===== config.mk =====
export PLATFORM = sky130hd
export DESIGN_NAME = matmul_tile_engine_flat
export DESIGN_NICKNAME = d
export VERILOG_FILES = /design/src/rtl/matmul_tile_engine_pkg.sv /design/src/rtl/matmul_tile_engine_if.sv /design/src/rtl/matmul_tile_engine_mac_lane.sv /design/src/rtl/matmul_tile_engine.sv /design/src/flat_wrapper.sv
export SDC_FILE = /design/constraint.sdc
export NUM_CORES = 2
export LEC_CHECK = 0
export CORE_UTILIZATION = 40
export DETAILED_ROUTE_END_ITERATION = 12
export PLACE_DENSITY_LB_ADDON = 0.08
export SLEW_MARGIN = 20
export SYNTH_ARGS = -nofsm -noshare
export SYNTH_HDL_FRONTEND = slang
export SYNTH_SLANG_ARGS = --single-unit

===== constraint.sdc =====
create_clock -name clk_i -period 11.4 [get_ports clk_i]
set_input_delay 2.85 -clock clk_i [delete_from_list [all_inputs] [get_ports clk_i]]
set_output_delay 2.85 -clock clk_i [all_outputs]
set_load 0.005 [all_outputs]

===== src/rtl/matmul_tile_engine_pkg.sv =====
// Shared FSM encoding, default parameters and accumulator sizing for the tile engine.
package matmul_pkg;

    localparam int DEF_DATA_WIDTH   = 8;
    localparam int DEF_WEIGHT_WIDTH = 8;
    localparam int DEF_OUTPUT_WIDTH = 16;
    localparam int DEF_MAC_NUM      = 8;
    localparam int DEF_K_MAX        = 64;

    typedef enum logic [1:0] {
        ST_IDLE  = 2'd0,
        ST_ACCUM = 2'd1,
        ST_OUT   = 2'd2
    } state_t;

    // Wide enough that K_MAX full-scale products can never overflow.
    function automatic int acc_width(input int data_w, input int weight_w, input int k_max);
        return data_w + weight_w + $clog2(k_max);
    endfunction

endpackage


===== src/rtl/matmul_tile_engine_if.sv =====
// Tile engine control, input-beat and result handshake bundle.
interface matmul_tile_engine_if #(
    parameter int DATA_WIDTH   = 8,
    parameter int WEIGHT_WIDTH = 8,
    parameter int OUTPUT_WIDTH = 16,
    parameter int MAC_NUM      = 8,
    parameter int K_MAX        = 64
);
    logic                             start_i;
    logic [$clog2(K_MAX):0]           k_len_i;
    logic                             s_valid_i;
    logic                             s_ready_o;
    logic [DATA_WIDTH*MAC_NUM-1:0]    din_i;
    logic [WEIGHT_WIDTH-1:0]          win_i;
    logic                             m_valid_o;
    logic                             m_ready_i;
    logic [OUTPUT_WIDTH*MAC_NUM-1:0]  matmul_o;
    logic                             busy_o;
    logic                             done_o;

    modport slave (
        input  start_i, k_len_i, s_valid_i, din_i, win_i, m_ready_i,
        output s_ready_o, m_valid_o, matmul_o, busy_o, done_o
    );

    modport master (
        output start_i, k_len_i, s_valid_i, din_i, win_i, m_ready_i,
        input  s_ready_o, m_valid_o, matmul_o, busy_o, done_o
    );
endinterface


===== src/rtl/matmul_tile_engine_mac_lane.sv =====
// One signed multiply-accumulate lane with registered output reduction.
// Define MATMUL_SAT_EN for saturating reduction; otherwise the low bits wrap.
module mac_lane
    import matmul_pkg::*;
#(
    parameter int DATA_WIDTH   = DEF_DATA_WIDTH,
    parameter int WEIGHT_WIDTH = DEF_WEIGHT_WIDTH,
    parameter int OUTPUT_WIDTH = DEF_OUTPUT_WIDTH,
    parameter int K_MAX        = DEF_K_MAX
) (
    input  logic                           clk_i,
    input  logic                           rstn_i,
    input  logic                           clear_i,
    input  logic                           en_i,
    input  logic                           load_i,
    input  logic signed [DATA_WIDTH-1:0]   din_i,
    input  logic signed [WEIGHT_WIDTH-1:0] win_i,
    output logic [OUTPUT_WIDTH-1:0]        result_o
);
    localparam int ACC_WIDTH = acc_width(DATA_WIDTH, WEIGHT_WIDTH, K_MAX);
    localparam logic signed [ACC_WIDTH-1:0] SAT_MAX = ACC_WIDTH'((2 ** (OUTPUT_WIDTH - 1)) - 1);
    localparam logic signed [ACC_WIDTH-1:0] SAT_MIN = ACC_WIDTH'(-(2 ** (OUTPUT_WIDTH - 1)));

    logic signed [DATA_WIDTH+WEIGHT_WIDTH-1:0] product;
    logic signed [ACC_WIDTH-1:0]               acc_q;
    logic signed [ACC_WIDTH-1:0]               acc_next;
    logic [OUTPUT_WIDTH-1:0]                   reduced;

    assign product  = din_i * win_i;
    assign acc_next = acc_q + ACC_WIDTH'(product);

    // Reduction is taken from acc_next so the result is ready the cycle after the last beat.
    always_comb begin
        reduced = acc_next[OUTPUT_WIDTH-1:0];
`ifdef MATMUL_SAT_EN
        if (acc_next > SAT_MAX) begin
            reduced = SAT_MAX[OUTPUT_WIDTH-1:0];
        end else if (acc_next < SAT_MIN) begin
            reduced = SAT_MIN[OUTPUT_WIDTH-1:0];
        end
`endif
    end

    always_ff @(posedge clk_i or negedge rstn_i) begin
        if (!rstn_i) begin
            acc_q    <= '0;
            result_o <= '0;
        end else begin
            if (clear_i) begin
                acc_q <= '0;
            end else if (en_i) begin
                acc_q <= acc_next;
            end
            if (load_i) begin
                result_o <= reduced;
            end
        end
    end

endmodule


===== src/rtl/matmul_tile_engine.sv =====
// Tile engine: broadcast-weight MAC array sequenced by an IDLE/ACCUM/OUT FSM.
// MATMUL_SAT_EN selects saturating (defined) or wrapping (default) output lanes.
module matmul_tile_engine
    import matmul_pkg::*;
#(
    parameter int DATA_WIDTH   = DEF_DATA_WIDTH,
    parameter int WEIGHT_WIDTH = DEF_WEIGHT_WIDTH,
    parameter int OUTPUT_WIDTH = DEF_OUTPUT_WIDTH,
    parameter int MAC_NUM      = DEF_MAC_NUM,
    parameter int K_MAX        = DEF_K_MAX
) (
    input  logic                  clk_i,
    input  logic                  rstn_i,
    matmul_tile_engine_if.slave   bus
);
    localparam int CW = $clog2(K_MAX) + 1;

    state_t                          state_q, state_d;
    logic [CW-1:0]                   cnt_q, depth_q, depth_clamped;
    logic                            start_ok, beat, last_beat, done_q;
    logic [OUTPUT_WIDTH*MAC_NUM-1:0] lanes_w;

    assign start_ok      = (state_q == ST_IDLE) && bus.start_i && (bus.k_len_i != '0);
    assign depth_clamped = (bus.k_len_i > CW'(K_MAX)) ? CW'(K_MAX) : bus.k_len_i;
    assign beat          = (state_q == ST_ACCUM) && bus.s_valid_i;
    assign last_beat     = beat && ((cnt_q + CW'(1)) == depth_q);

    always_comb begin
        state_d = state_q;
        case (state_q)
            ST_IDLE:  if (start_ok)      state_d = ST_ACCUM;
            ST_ACCUM: if (last_beat)     state_d = ST_OUT;
            ST_OUT:   if (bus.m_ready_i) state_d = ST_IDLE;
            default:                     state_d = ST_IDLE;
        endcase
    end

    always_ff @(posedge clk_i or negedge rstn_i) begin
        if (!rstn_i) begin
            state_q <= ST_IDLE;
            cnt_q   <= '0;
            depth_q <= '0;
            done_q  <= 1'b0;
        end else begin
            state_q <= state_d;
            done_q  <= (state_q == ST_OUT) && bus.m_ready_i;
            if (start_ok) begin
                cnt_q   <= '0;
                depth_q <= depth_clamped;
            end else if (beat) begin
                cnt_q <= cnt_q + CW'(1);
            end
        end
    end

    assign bus.s_ready_o = (state_q == ST_ACCUM);
    assign bus.m_valid_o = (state_q == ST_OUT);
    assign bus.busy_o    = (state_q != ST_IDLE);
    assign bus.done_o    = done_q;
    assign bus.matmul_o  = lanes_w;

    for (genvar i = 0; i < MAC_NUM; i++) begin : g_lane
        mac_lane #(
            .DATA_WIDTH   (DATA_WIDTH),
            .WEIGHT_WIDTH (WEIGHT_WIDTH),
            .OUTPUT_WIDTH (OUTPUT_WIDTH),
            .K_MAX        (K_MAX)
        ) u_lane (
            .clk_i    (clk_i),
            .rstn_i   (rstn_i),
            .clear_i  (start_ok),
            .en_i     (beat),
            .load_i   (last_beat),
            .din_i    (bus.din_i[i*DATA_WIDTH +: DATA_WIDTH]),
            .win_i    (bus.win_i),
            .result_o (lanes_w[i*OUTPUT_WIDTH +: OUTPUT_WIDTH])
        );
    end

endmodule

===== src/flat_wrapper.sv =====
// flat-port wrapper written by rule: the top's interface ports become plain ports
module matmul_tile_engine_flat import matmul_pkg::*;
#(
    parameter int DATA_WIDTH   = DEF_DATA_WIDTH,
    parameter int WEIGHT_WIDTH = DEF_WEIGHT_WIDTH,
    parameter int OUTPUT_WIDTH = DEF_OUTPUT_WIDTH,
    parameter int MAC_NUM      = DEF_MAC_NUM,
    parameter int K_MAX        = DEF_K_MAX
)
  (clk_i, rstn_i, bus_start_i, bus_k_len_i, bus_s_valid_i, bus_din_i, bus_win_i, bus_m_ready_i, bus_s_ready_o, bus_m_valid_o, bus_matmul_o, bus_busy_o, bus_done_o);
  matmul_tile_engine_if #(.DATA_WIDTH(DATA_WIDTH), .WEIGHT_WIDTH(WEIGHT_WIDTH), .OUTPUT_WIDTH(OUTPUT_WIDTH), .MAC_NUM(MAC_NUM), .K_MAX(K_MAX)) bus_i ();
  input  logic clk_i;
  input  logic rstn_i;
  input wire logic [$bits(bus_i.start_i)-1:0] bus_start_i;
  input wire logic [$bits(bus_i.k_len_i)-1:0] bus_k_len_i;
  input wire logic [$bits(bus_i.s_valid_i)-1:0] bus_s_valid_i;
  input wire logic [$bits(bus_i.din_i)-1:0] bus_din_i;
  input wire logic [$bits(bus_i.win_i)-1:0] bus_win_i;
  input wire logic [$bits(bus_i.m_ready_i)-1:0] bus_m_ready_i;
  output wire logic [$bits(bus_i.s_ready_o)-1:0] bus_s_ready_o;
  output wire logic [$bits(bus_i.m_valid_o)-1:0] bus_m_valid_o;
  output wire logic [$bits(bus_i.matmul_o)-1:0] bus_matmul_o;
  output wire logic [$bits(bus_i.busy_o)-1:0] bus_busy_o;
  output wire logic [$bits(bus_i.done_o)-1:0] bus_done_o;
  assign bus_i.start_i = bus_start_i;
  assign bus_i.k_len_i = bus_k_len_i;
  assign bus_i.s_valid_i = bus_s_valid_i;
  assign bus_i.din_i = bus_din_i;
  assign bus_i.win_i = bus_win_i;
  assign bus_i.m_ready_i = bus_m_ready_i;
  assign bus_s_ready_o = bus_i.s_ready_o;
  assign bus_m_valid_o = bus_i.m_valid_o;
  assign bus_matmul_o = bus_i.matmul_o;
  assign bus_busy_o = bus_i.busy_o;
  assign bus_done_o = bus_i.done_o;
  matmul_tile_engine #(.DATA_WIDTH(DATA_WIDTH), .WEIGHT_WIDTH(WEIGHT_WIDTH), .OUTPUT_WIDTH(OUTPUT_WIDTH), .MAC_NUM(MAC_NUM), .K_MAX(K_MAX)) u_core (.clk_i(clk_i), .rstn_i(rstn_i), .bus(bus_i));
endmodule

# ---- Word level (Yosys, flattened, before mapping)
# Index checks and enable logic that the tools add are counted.
dict set report word_totals {
  reg_bits 321
  word_cells 77
}
dict set report op_classes {
  add_sub_neg 9
  mul 8
  magnitude_cmp 1
  eq_ne 6
  mux 23
  reduce_logical 10
}
# op count
set ops {}
lappend ops {{22-bit two-way mux} 16}
lappend ops {{22-bit by 16-bit adder with 22-bit output} 8}
lappend ops {{8-bit by 8-bit multiplier with 16-bit output} 8}
lappend ops {{7-bit two-way mux} 3}
lappend ops {{7-bit by 1-bit adder with 7-bit output, second input constant} 1}
lappend ops {{7-bit equality test} 1}
lappend ops {{7-bit greater-than comparator, second input constant} 1}
lappend ops {{7-bit nonzero test} 1}
lappend ops {{2-bit two-way mux} 3}
lappend ops {{2-bit case mux with 3 select lines} 1}
lappend ops {{1-bit logical AND} 5}
lappend ops {{2-bit inequality test, second input constant} 2}
lappend ops {{2-bit nonzero test} 2}
lappend ops {{3-bit AND reduction} 1}
lappend ops {{2-bit by 1-bit equality test with 1-bit output, second input constant} 1}
lappend ops {{2-bit equality test, second input constant} 1}
lappend ops {{2-bit zero test} 1}
lappend ops {{2-bit by 1-bit inequality test with 1-bit output, second input constant} 1}

# ---- Longest topological paths before layout
dict set report logic_depth {
  word_depth 5
  depth_mapped 21
  ltp_nobuf 19
}

# ---- Modules after synthesis
# Synthesis repeated with hierarchy kept, for this count alone.
dict set report unflattened {
  cells_unflattened 3308
  hier_area_um2 34463.1
}
# mod instances cells_per_inst area_each_um2 seq_area_each_um2
set by_module_without_submodules {}
lappend by_module_without_submodules {{mac_lane (u_core.g_lane[4].u_lane ...)} 2 401 4186.5 800.8}
lappend by_module_without_submodules {{mac_lane (u_core.g_lane[1].u_lane ...)} 2 399 4184.0 800.8}
lappend by_module_without_submodules {{mac_lane (u_core.g_lane[7].u_lane)} 1 401 4194.0 800.8}
lappend by_module_without_submodules {{mac_lane (u_core.g_lane[6].u_lane)} 1 401 4189.0 800.8}
lappend by_module_without_submodules {{mac_lane (u_core.g_lane[0].u_lane)} 1 403 4187.8 800.8}
lappend by_module_without_submodules {{mac_lane (u_core.g_lane[3].u_lane)} 1 399 4175.3 800.8}
lappend by_module_without_submodules {matmul_tile_engine 1 104 975.9 425.4}

# ---- Least setup slack after synthesis
# No wires, ideal clock.
dict set report synth_timing {
  kind {input-to-reg}
  startpoint {in bus_win_i[7]}
  endpoint {reg u_core.g_lane[3].u_lane.result_o[14]}
  setup_ns 0.065
  arrival_time_ns 7.874
  t_required_ns 11.335
  setup_slack_ns 3.461
  cell_stages 15
  n_path_buf 2
  path_cell_list {inv_1 clkbuf_1 clkbuf_1 fa_1 inv_1 fa_1 fa_1 fa_1 fa_1 ha_1 or4_1 o21ai_1 or4b_1 o211ai_1 mux2_2}
}
dict set report synth_via {
  elab_chain_len 2
}
# item line_no
set synth_lines {}
lappend synth_lines {{start: declaration} flat_wrapper.sv:18} ;# input wire logic [$bits(bus_i.win_i)-1:0] bus_win_i;
lappend synth_lines {{8-bit by 8-bit multiplier with 16-bit output} matmul_tile_engine_mac_lane.sv:29} ;# assign product = din_i * win_i;
lappend synth_lines {{22-bit by 16-bit adder with 22-bit output} matmul_tile_engine_mac_lane.sv:30} ;# assign acc_next = acc_q + ACC_WIDTH'(product);
lappend synth_lines {{end signal: assignment} matmul_tile_engine_mac_lane.sv:55} ;# result_o <= reduced;
lappend synth_lines {{end: declaration} matmul_tile_engine_mac_lane.sv:18} ;# output logic [OUTPUT_WIDTH-1:0] result_o
# Every way passes these cells.
# A chain may end at the register's enable or synchronous reset.

# ---- Final worst setup path
dict set report layout_timing {
  startpoint {in bus_win_i[7]}
  endpoint {reg u_core.g_lane[7].u_lane.result_o[15]}
}
dict set report layout_via {
  elab_chain_len 2
}
# item line_no
set layout_lines {}
lappend layout_lines {{8-bit by 8-bit multiplier with 16-bit output} matmul_tile_engine_mac_lane.sv:29}
lappend layout_lines {{22-bit by 16-bit adder with 22-bit output} matmul_tile_engine_mac_lane.sv:30}
lappend layout_lines {{end signal: assignment} matmul_tile_engine_mac_lane.sv:55}
lappend layout_lines {{end: declaration} matmul_tile_engine_mac_lane.sv:18}
# Every way passes these cells.

==> impl_results.md <==
* RD Place Congestion at 0.812
* Seq/Total Area, Yosys at 20.7%
* I/O Pins at 216
* Layout cells sized above 1 at 4.60%
* Worst Max-Slew Pin Slew at 0.988 ns
* Initial antenna violation count at 5
* Gr usage total at 20.7%
* DRT iter0 DRCs at 816
* Nature of the critical path startpoint: input port
* Antenna Nets Post-Route at 0
* Via density at 4.97
* Die area at 83800 um2
* Syn_nets at 4247
* Pre-CTS worst setup slack at 2.37 ns
* H-tree levels at 2
* Yosys warns at 0
* First-pass GRT wire length at 136 mm
* Clock root buffer: clkbuf_16
* FF+latch area at 6830 um2
* Starting Density at 40.3%
* Buffers on Ports at 215
* Cell variety after synth at 49
* Final Hold Vio Count at 0
* Max-cap viol count at 0
* Minimum clock period at 8.45 ns
* Vias in the first global route at 25200
* Die Ht at 289 um
* Syn_area_per_cell at 10.0 um2
* Top FF cell, synth: dfrtp_1
* Post-CTS setup buffer count at 0
* Max Fanout on Critical Path at 32
* Detailed Place HPWL at 61.7 mm
* Tcrit/Tclk final at 74.1%
* Pin count of the biggest net entering global routing at 127
* Initial DRT Pass Iterations at 5
* DRC at 0
* Multi-input logic area at 23600 um2
* Flops & latches, synth at 273
* Status: finished clean
* GRT overflow at 0
* TNS Setup at 0 ns
* Post-synth EDFFs at 0
* Top cells by area, synth: fa_1 34%, dfrtp_1 21%, ha_1 11%, inv_1 6.4%, nand2_1 5.1%
* Worst EP required at 11.84 ns
* Cells after Synth at 3298
* Hold WC Path Type: reg -> reg
* Synthesis-to-layout area growth at 13.5%
* Clock transition at path regs at 0.06 ns
* RSZ-0062 raised after global routing: no
* Critical path endpoint category: register
* Fillers at 7931
* CTS sink cnt at 273
* Max clock buf depth at 3
* Clock Skew at 0.0150 ns
* Row cnt at 105
* Worst-Skew Late Latency at 0.56 ns
* Total CTS buffers at 37
* Final worst slack at 2.95 ns
* Final WL at 80.7 mm
* Yosys top cell by area: fa_1
* Ys async rst share at 100%
* Post-CTS Hold Buffers at 0
* Core area at 82000 um2
* Final setup viols at 0
* Most frequent cell after synthesis: fa_1
* Core Util, Final at 45.8%
* Arrival time at the worst endpoint at 8.89 ns
* Slew headroom at 34.1%
* Post-synth top area share at 34.4%
* Via count at 22600
* Pins over their slew limit at 0
* Setup CP Type: in -> reg
* Synthesized area at 33100 um2
* CTS resizes at 0
* Die X at 289 um
* Worst hold margin at 0.477 ns
* Post-DR wirelength/cell at 17.7 um
* TritonCTS clock tree: yes
* Final nets at 4403
* Fmax at 0.118 GHz
* Synth cell count leaders: 568 x fa_1, 567 x inv_1, 450 x nand2_1, 297 x ha_1, 273 x dfrtp_1
state kept, by name, summed over array words and instances (netlist names):
register and flops:
u_core.cnt_q 7, u_core.state_q 2, u_core.g_lane.u_lane.acc_q 128, u_core.g_lane.u_lane.result_o 128, u_core.bus.done_o 1, u_core.depth_q 7
cells in the final DEF (no fill, tap or decap), types with 4 or more instances in the layout:
cell type        count
nand3b_1             6
inv_1              566
nor2_1              87
nor3_1               5
and2_1             266
o21bai_1            16
dfrtp_1            273
ha_1               297
clkbuf_16           39
a21oi_1             94
a22o_1               9
buf_2                7
clkdlybuf4s50_1    207
nand3_1              5
a2111o_1             4
o221ai_1             4
a211oi_1            14
mux2_2              52
or3_1                6
clkbuf_1             4
a31oi_1              5
clkinv_2             6
xor2_1              49
nand2b_1            12
buf_4               19
o22ai_1             53
o21a_1               9
a21o_1              24
fa_1               568
xnor2_1            130
o21ai_0            123
mux2_4               6
clkinv_4             4
nor4_1               7
clkbuf_8             5
o211ai_1            10
nand2_1            449
critical path, cell delays in order:
cell             delay [ns]
clkdlybuf4s50_1        0.40
buf_4                  0.22
inv_2                  0.61
buf_4                  0.56
fa_1                   0.47
inv_1                  0.08
fa_1                   0.45
fa_1                   0.58
fa_1                   0.44
fa_1                   0.45
ha_1                   0.34
a21o_1                 0.19
a21oi_1                0.12
o21ai_0                0.18
o2bb2ai_1              0.29
o21ai_0                0.17
xnor2_1                0.17
mux2_2                 0.27
worst paths after layout:
kind / startpoint / to / slack [ns] / cells past startpoint
hold reg to reg: u_core.g_lane[0].u_lane.result_o[7] / u_core.g_lane[0].u_lane.result_o[7] / 0.48 / 2
setup / recovery: bus_win_i[7] / u_core.g_lane[7].u_lane.result_o[15] / 2.95 / 18
max in group asynchronous: rstn_i / u_core.g_lane[4].u_lane.result_o[8] / 7.78 / 2
hold / removal: u_core.g_lane[0].u_lane.result_o[7] / u_core.g_lane[0].u_lane.result_o[7] / 0.48 / 2
min in group asynchronous: rstn_i / u_core.depth_q[2] / 2.29 / 1
setup reg to reg: u_core.g_lane[6].u_lane.acc_q[6] / u_core.g_lane[6].u_lane.result_o[15] / 6.28 / 17
final cells by class:
class | instances | area share, %
Tap cell | 1070 | 3.57
Clock buffer | 48 | 2.82
Inverter | 567 | 5.67
Sequential cell | 273 | 18.2
Clock inverter | 17 | 0.503
Timing Repair Buffer | 237 | 6.23
Multi-Input combinational cell | 2338 | 63.0
Antenna cell | 1 | 0.00667
per-layer routing:
metal  part of all wire [%]  vias up  track usage [%]
met4                    1.8        2             3.95
met3                    3.5       72             2.42
met2                     49      367             35.1
met5                  0.016        -                0
met1                     46    11600             28.5
li1                       -    10500                -
through the flow:
stage | cell area, um2 | std cells
2_1_floorplan | 33100 | 3298
4_1_cts | 37500 | 4549
5_1_grt | 37500 | 4551
3_3_place_gp | 36200 | 4483
3_5_place_dp | 36300 | 4484
6_report | 37500 | 4551
cell families after synthesis:
kind of cell / after synthesis / share of synthesized area, %
AO/OA/AOI/OAI: 377 / 6.82
flip-flops: 273 / 20.7
multiplexers: 58 / 2.04
AND/OR/NAND/NOR: 859 / 12.2
adder cells (fa/ha/maj): 865 / 45.6
buffers and inverters: 687 / 7.90
XOR/XNOR: 179 / 4.74
Power is not shown: default switching activity piles up to over one toggle a cycle in this logic, so the estimate is an artifact.
